===== src/rtl/icache_responder_if.sv =====
// Fetch-side and memory-side handshake of the instruction cache, bundled as one interface.
// slave: the cache itself; master: the surrounding environment (datapath + memory).
interface icache_responder_if;
  logic        imemREN;
  logic [31:0] imemaddr;
  logic        ihit;
  logic [31:0] imemload;
  logic        iREN;
  logic [31:0] iaddr;
  logic        iwait;
  logic [31:0] iload;

  modport slave (
    input  imemREN, imemaddr, iwait, iload,
    output ihit, imemload, iREN, iaddr
  );

  modport master (
    output imemREN, imemaddr, iwait, iload,
    input  ihit, imemload, iREN, iaddr
  );
endinterface


===== src/rtl/icache_responder.sv =====
// Direct-mapped instruction cache: combinational hits, 2-word block fill on a miss.
// Define ICACHE_STATS_EN to add saturating hit_count/miss_count outputs.
module icache_responder #(
  parameter int unsigned SETS    = 16,
  parameter logic [31:0] PC_INIT = 32'h0
) (
  input  logic               CLK,
  input  logic               RST,
  input  logic               halt,
`ifdef ICACHE_STATS_EN
  output logic [31:0]        hit_count,
  output logic [31:0]        miss_count,
`endif
  icache_responder_if.slave  bus
);

  localparam int unsigned IdxW = $clog2(SETS);
  localparam int unsigned TagW = 32 - IdxW - 3;

  typedef enum logic [1:0] {StIdle, StFill0, StFill1} state_e;

  state_e              state_q, state_d;
  logic [SETS-1:0]     valid_q, valid_d;
  logic [TagW-1:0]     tag_q  [SETS];
  logic [TagW-1:0]     tag_d  [SETS];
  logic [31:0]         data_q [SETS][2];
  logic [31:0]         data_d [SETS][2];
  logic [TagW-1:0]     ftag_q, ftag_d;
  logic [IdxW-1:0]     fidx_q, fidx_d;

  logic [TagW-1:0]     a_tag;
  logic [IdxW-1:0]     a_idx;
  logic                a_word;
  logic                lookup_hit;
  logic                unused_addr;

  assign a_tag       = bus.imemaddr[31:IdxW+3];
  assign a_idx       = bus.imemaddr[IdxW+2:3];
  assign a_word      = bus.imemaddr[2];
  assign unused_addr = ^bus.imemaddr[1:0];

  assign lookup_hit = bus.imemREN & valid_q[a_idx] & (tag_q[a_idx] == a_tag);

  // Outputs are forced low while reset is held so a stale frame cannot leak out.
  assign bus.ihit     = !RST & (state_q == StIdle) & lookup_hit;
  assign bus.imemload = bus.ihit ? data_q[a_idx][a_word] : '0;
  assign bus.iREN     = !RST & (state_q != StIdle);
  assign bus.iaddr    = bus.iREN ? {ftag_q, fidx_q, state_q == StFill1, 2'b00} : '0;

`ifdef ICACHE_STATS_EN
  logic [31:0] hit_cnt_q, hit_cnt_d;
  logic [31:0] miss_cnt_q, miss_cnt_d;
  assign hit_count  = hit_cnt_q;
  assign miss_count = miss_cnt_q;
`endif

  always_comb begin
    state_d = state_q;
    valid_d = valid_q;
    tag_d   = tag_q;
    data_d  = data_q;
    ftag_d  = ftag_q;
    fidx_d  = fidx_q;
`ifdef ICACHE_STATS_EN
    hit_cnt_d  = hit_cnt_q;
    miss_cnt_d = miss_cnt_q;
`endif
    unique case (state_q)
      StIdle: begin
`ifdef ICACHE_STATS_EN
        if (lookup_hit && hit_cnt_q != 32'hFFFF_FFFF) hit_cnt_d = hit_cnt_q + 32'd1;
`endif
        if (bus.imemREN && !lookup_hit && !halt) begin
          ftag_d  = a_tag;
          fidx_d  = a_idx;
          state_d = StFill0;
`ifdef ICACHE_STATS_EN
          if (miss_cnt_q != 32'hFFFF_FFFF) miss_cnt_d = miss_cnt_q + 32'd1;
`endif
        end
      end
      StFill0: begin
        if (!bus.iwait) begin
          data_d[fidx_q][0] = bus.iload;
          state_d           = StFill1;
        end
      end
      StFill1: begin
        // Frame becomes valid only once both words are in place.
        if (!bus.iwait) begin
          data_d[fidx_q][1] = bus.iload;
          tag_d[fidx_q]     = ftag_q;
          valid_d[fidx_q]   = 1'b1;
          state_d           = StIdle;
        end
      end
      default: state_d = StIdle;
    endcase
  end

  always_ff @(posedge CLK) begin
    if (RST) begin
      state_q <= StIdle;
      valid_q <= '0;
      tag_q   <= '{default: '0};
      data_q  <= '{default: '0};
      ftag_q  <= '0;
      fidx_q  <= '0;
`ifdef ICACHE_STATS_EN
      hit_cnt_q  <= '0;
      miss_cnt_q <= '0;
`endif
    end else begin
      state_q <= state_d;
      valid_q <= valid_d;
      tag_q   <= tag_d;
      data_q  <= data_d;
      ftag_q  <= ftag_d;
      fidx_q  <= fidx_d;
`ifdef ICACHE_STATS_EN
      hit_cnt_q  <= hit_cnt_d;
      miss_cnt_q <= miss_cnt_d;
`endif
    end
  end

endmodule


===== src/flat_wrapper.sv =====
// flat-port wrapper written by rule: the top's interface ports become plain ports
module icache_responder_flat 
#(
  parameter int unsigned SETS    = 16,
  parameter logic [31:0] PC_INIT = 32'h0
)
  (CLK, RST, halt, bus_imemREN, bus_imemaddr, bus_iwait, bus_iload, bus_ihit, bus_imemload, bus_iREN, bus_iaddr);
  icache_responder_if bus_i ();
  input  logic CLK;
  input  logic RST;
  input  logic halt;
  input wire logic [$bits(bus_i.imemREN)-1:0] bus_imemREN;
  input wire logic [$bits(bus_i.imemaddr)-1:0] bus_imemaddr;
  input wire logic [$bits(bus_i.iwait)-1:0] bus_iwait;
  input wire logic [$bits(bus_i.iload)-1:0] bus_iload;
  output wire logic [$bits(bus_i.ihit)-1:0] bus_ihit;
  output wire logic [$bits(bus_i.imemload)-1:0] bus_imemload;
  output wire logic [$bits(bus_i.iREN)-1:0] bus_iREN;
  output wire logic [$bits(bus_i.iaddr)-1:0] bus_iaddr;
  assign bus_i.imemREN = bus_imemREN;
  assign bus_i.imemaddr = bus_imemaddr;
  assign bus_i.iwait = bus_iwait;
  assign bus_i.iload = bus_iload;
  assign bus_ihit = bus_i.ihit;
  assign bus_imemload = bus_i.imemload;
  assign bus_iREN = bus_i.iREN;
  assign bus_iaddr = bus_i.iaddr;
  icache_responder #(.SETS(SETS), .PC_INIT(PC_INIT)) u_core (.CLK(CLK), .RST(RST), .halt(halt), .bus(bus_i));
endmodule

===== config.mk =====
export PLATFORM = sky130hd
export DESIGN_NAME = icache_responder_flat
export DESIGN_NICKNAME = d
export VERILOG_FILES = /design/src/rtl/icache_responder_if.sv /design/src/rtl/icache_responder.sv /design/src/flat_wrapper.sv
export SDC_FILE = /design/constraint.sdc
export NUM_CORES = 2
export LEC_CHECK = 0
export CAP_MARGIN = 20
export CELL_PAD_IN_SITES_DETAIL_PLACEMENT = 0
export CELL_PAD_IN_SITES_GLOBAL_PLACEMENT = 2
export CORE_ASPECT_RATIO = 1.75
export CORE_UTILIZATION = 36
export DETAILED_ROUTE_END_ITERATION = 8
export DONT_BUFFER_PORTS = 1
export PLACE_DENSITY = 0.75
export SETUP_SLACK_MARGIN = 0.2
export SLEW_MARGIN = 20
export SYNTH_ARGS = -nofsm -noshare
export SYNTH_HDL_FRONTEND = slang
export SYNTH_SLANG_ARGS = --single-unit

===== constraint.sdc =====
create_clock -name CLK -period 5.2 [get_ports CLK]
set_clock_uncertainty 0.15 [all_clocks]
set_input_delay 1.3 -clock CLK [delete_from_list [all_inputs] [get_ports CLK]]
set_output_delay 1.3 -clock CLK [all_outputs]
set_load 0.02 [all_outputs]

==> results.toml <==
[outcome]
status = "finished, violations left"
violations = "slew limit, setup timing"

[min_path]
holdCritPathClass = "register to register"

[timing]
report.final.setup_viol = 585
unrepaired_setup_endpoints_after_global_routing = "true"
finalSetupTns_ps = -420220
layout_worst_path_cycle_share = 1.515
drv_slew = 1434
fmax_mhz = 126.9
final-hold-violation-count = 0
worstMarginPinSlew_ps = 7947
slew_headroom = -4.298
hold_slack_ps = 299.8
final_critical_path_setup_slack_ps = -2678
post-route-min-period_ps = 7878

[finish]
number_of_nets_in_the_layout = 7151
drive_above_1_share = 0.1318
areaGrowthSynthToFinish_pct = 12.00

[place]
io_buffer_count = 0
hpwl_um = 138800
gp_congestion = 0.8058

[grt]
groute.usage.overall = 0.2843
grt_start_max_net_pins = 1504
grt_pass1_vias = 50490
wire_length_of_the_first_global_routing_pass_um = 367100
grt_antenna_before_repair = 4
grt_overflow = 0

[die]
core-area_um2 = 174700
placementRows = 203
die_y_um = 556.7
design.portCount = 135
floorplan.initialDensity = 0.3623
die_w_um = 319.0
die_footprint_um2 = 177600

[synthesis]
postSynthAreaPerCell_um2 = 8.442
ys.warnings.count = 0
yosys.area_share.xor_xnor = 0.003992
synth_cell_type_count = 68
synth_compound_gate_area_share = 0.1222
post_synth_edffs = 0
main_combinational_cell_family_by_area_after_synthesis = "simple AND/OR/NAND/NOR gates"
postSynthCellCount = 7499
synth_top_area_cell = "sky130_fd_sc_hd__dfxtp_1"
synth.area.top_cells = "sky130_fd_sc_hd__dfxtp_1, sky130_fd_sc_hd__nand2_1, sky130_fd_sc_hd__mux4_2"
ys_seq_area_frac = 0.4652
synth_top_cell_area_share = 0.4652
ys_seq_elements = 1471
area_of_the_mapped_netlist_um2 = 63310
synth_fa_ha_area_frac = 0
synthSimpleGateAreaFrac = 0.2000
async_flop_share = 0
synthMuxAreaShare = 0.1610
synthFlopType = "sky130_fd_sc_hd__dfxtp_1"

[power]
power-per-cell-area_nw_per_um2 = 328.0
peakVddDrop_mv = 0.2664
power.static_leakage_nw = 22.34

[clock_network]
clk_root_buffer_cell = "sky130_fd_sc_hd__clkbuf_16"
tritoncts = "yes"
ctsLongestPathBuffers = 3
cts.clk_slew.worst_paths_ps = 60
clock_latency_ps = 800
total_clock_buffers_created_by_cts = 152
cts_htree_levels = 4
cts_num_sinks = 1471

[critical_path]
type_of_the_worst_setup_path = "input port to primary output"
category_of_the_worst_setup_path_launch_point = "input port"
required_ps = 3750
timing.critical_path.fanout_max = 1503
timing.critical_path.arrival_ps = 6430
kind_of_end_point_of_the_critical_path = "primary output"
rrSetupSlack_ps = 1590

[detailed_routing]
ant_nets = 0
finalWirelength_um = 257700
via_count = 52920
drt_pass1_iterations = 6
drt-wirelength-per-cell_um = 27.25
detailed_route_vias_per_instance = 5.595
drt_drc_violations_left = 0
drt-initial-drc-count = 5157

[job]
number_of_max_cap_violations = 0
## layout make-up
cell class,instances,area (µm²)
Clock inverter,46,499.2
Multi-Input combinational cell,5284,31770
Fill cell,17320,103800
Antenna cell,2,5.005
Clock buffer,227,4602
Tap cell,2255,2821
Inverter,3,17.52
Timing Repair Buffer,170,1740
Sequential cell,1471,29450
## synth_stat cells, types with 2 or more instances
library cell	number
sky130_fd_sc_hd__xor2_1	9
sky130_fd_sc_hd__mux2i_1	102
sky130_fd_sc_hd__and3b_1	2
sky130_fd_sc_hd__clkbuf_1	595
sky130_fd_sc_hd__a21oi_1	1452
sky130_fd_sc_hd__nand2b_1	66
sky130_fd_sc_hd__dfxtp_1	1471
sky130_fd_sc_hd__buf_4	6
sky130_fd_sc_hd__a21oi_2	6
sky130_fd_sc_hd__nand3_1	17
sky130_fd_sc_hd__o211ai_1	2
sky130_fd_sc_hd__a221oi_1	2
sky130_fd_sc_hd__inv_1	2
sky130_fd_sc_hd__nor4_2	3
sky130_fd_sc_hd__nand2_1	2962
sky130_fd_sc_hd__a22oi_1	13
sky130_fd_sc_hd__a31o_2	2
sky130_fd_sc_hd__nor2b_1	10
sky130_fd_sc_hd__nor3_1	18
sky130_fd_sc_hd__a31oi_1	2
sky130_fd_sc_hd__mux2_2	3
sky130_fd_sc_hd__nand4_1	13
sky130_fd_sc_hd__and3_1	8
sky130_fd_sc_hd__xnor2_1	18
sky130_fd_sc_hd__mux4_2	400
sky130_fd_sc_hd__and4_1	4
sky130_fd_sc_hd__and2_1	33
sky130_fd_sc_hd__mux4_1	5
sky130_fd_sc_hd__buf_2	54
sky130_fd_sc_hd__a2111oi_0	5
sky130_fd_sc_hd__nor4b_1	3
sky130_fd_sc_hd__nor2_1	75
sky130_fd_sc_hd__a21boi_0	2
sky130_fd_sc_hd__a211o_1	5
sky130_fd_sc_hd__nor3b_1	6
sky130_fd_sc_hd__buf_1	72
sky130_fd_sc_hd__nor4_1	7
sky130_fd_sc_hd__or2_2	2
sky130_fd_sc_hd__buf_6	13
## kinds of logic after synthesis
logic type | Yosys count
AOI/OAI and AO/OA | 1509
xor gates and xnor gates | 28
buffers and inverters | 745
DFF | 1471
muxes | 510
other | 1
and+or+nand+nor | 3235
## power breakdown
part	leakage (nW)	internal (mW)	switching [mW]
Clock	2.54	6.56	4.85
Combinational	7.96	0.282	0.187
Sequential	11.8	11.3	0.0812
## metal layers
layer	wire length, µm	GRT usage	up-vias	part of all wire
li1	-	-	24180	-
met1	97990	0.3300	26440	0.38
met2	131500	0.5104	1815	0.51
met3	15420	0.04348	489	0.060
met4	12810	0.1325	2	0.050
met5	13	0	-	0.000050
## critical path, stage by stage
cell and delay, ps:
sky130_fd_sc_hd__nor3_1 2040, sky130_fd_sc_hd__nand4_4 210, sky130_fd_sc_hd__buf_12 200, sky130_fd_sc_hd__buf_12 140, sky130_fd_sc_hd__clkbuf_16 170, sky130_fd_sc_hd__a21oi_4 190
## state kept, by name, summed over array words and instances, names as in the netlist
| register | count |
|---|---|
| u_core.data_q | 1024 |
| u_core.fidx_q | 4 |
| u_core.ftag_q | 25 |
| u_core.state_q | 2 |
| u_core.tag_q | 400 |
| u_core.valid_q | 16 |
## per-stage QoR
stage | setup WS (ps) | utilization | power (mW) | std cells | area [µm²]
2_1_floorplan | 70.09 | - | 12.32 | 7500 | 63840
3_3_place_gp | -345.0 | 0.3746 | 12.06 | 9173 | 65460
3_5_place_dp | -404.0 | 0.3746 | 12.06 | 9173 | 65460
4_1_cts | -315.6 | 0.4050 | 23.41 | 9453 | 70780
5_1_grt | -318.6 | 0.4058 | 23.86 | 9457 | 70900
6_report | -2678 | 0.4058 | 23.26 | 9458 | 70910
## what timing repair did
item	4_1_cts	5_1_grt
pin swaps	2	8
resized for setup	22	20
endpoints found under the hold margin	0	0
setup endpoints to repair	33	33
buffers inserted	5	2
gates cloned	2	1
hold buffers	0	0
## cells in the final DEF, fill, tap and decap left out, types with 5 or more instances in the layout
cell	count
sky130_fd_sc_hd__nand2_4	20
sky130_fd_sc_hd__mux2i_1	101
sky130_fd_sc_hd__and3_1	6
sky130_fd_sc_hd__clkbuf_16	158
sky130_fd_sc_hd__clkbuf_1	29
sky130_fd_sc_hd__a22oi_1	12
sky130_fd_sc_hd__nor2_1	52
sky130_fd_sc_hd__bufinv_16	9
sky130_fd_sc_hd__nor2b_1	9
sky130_fd_sc_hd__nor4_1	6
sky130_fd_sc_hd__clkbuf_8	41
sky130_fd_sc_hd__buf_4	133
sky130_fd_sc_hd__a211o_1	5
sky130_fd_sc_hd__nor3_1	8
sky130_fd_sc_hd__a21oi_4	33
sky130_fd_sc_hd__nor2_4	22
sky130_fd_sc_hd__a21oi_1	1425
sky130_fd_sc_hd__mux4_2	403
sky130_fd_sc_hd__inv_6	11
sky130_fd_sc_hd__xnor2_1	15
sky130_fd_sc_hd__nand3_1	11
sky130_fd_sc_hd__clkinv_2	25
sky130_fd_sc_hd__and2_1	33
sky130_fd_sc_hd__nand2_1	2934
sky130_fd_sc_hd__nor3b_1	6
sky130_fd_sc_hd__xor2_1	9
sky130_fd_sc_hd__nand2_2	8
sky130_fd_sc_hd__nand4_1	13
sky130_fd_sc_hd__buf_12	30
sky130_fd_sc_hd__nand2b_1	66
sky130_fd_sc_hd__nor3_2	9
sky130_fd_sc_hd__dfxtp_1	1471
## worst paths after layout
kind,startpoint,endpoint,cells past startpoint
hold reg to reg,u_core.tag_q[80],u_core.tag_q[80],2
hold / removal,u_core.tag_q[80],u_core.tag_q[80],2
setup / recovery,RST,bus_imemload[10],6
setup reg to reg,u_core.fidx_q[1],u_core.data_q[334],6
No activity file was read; power rests on OpenSTA's default activity.
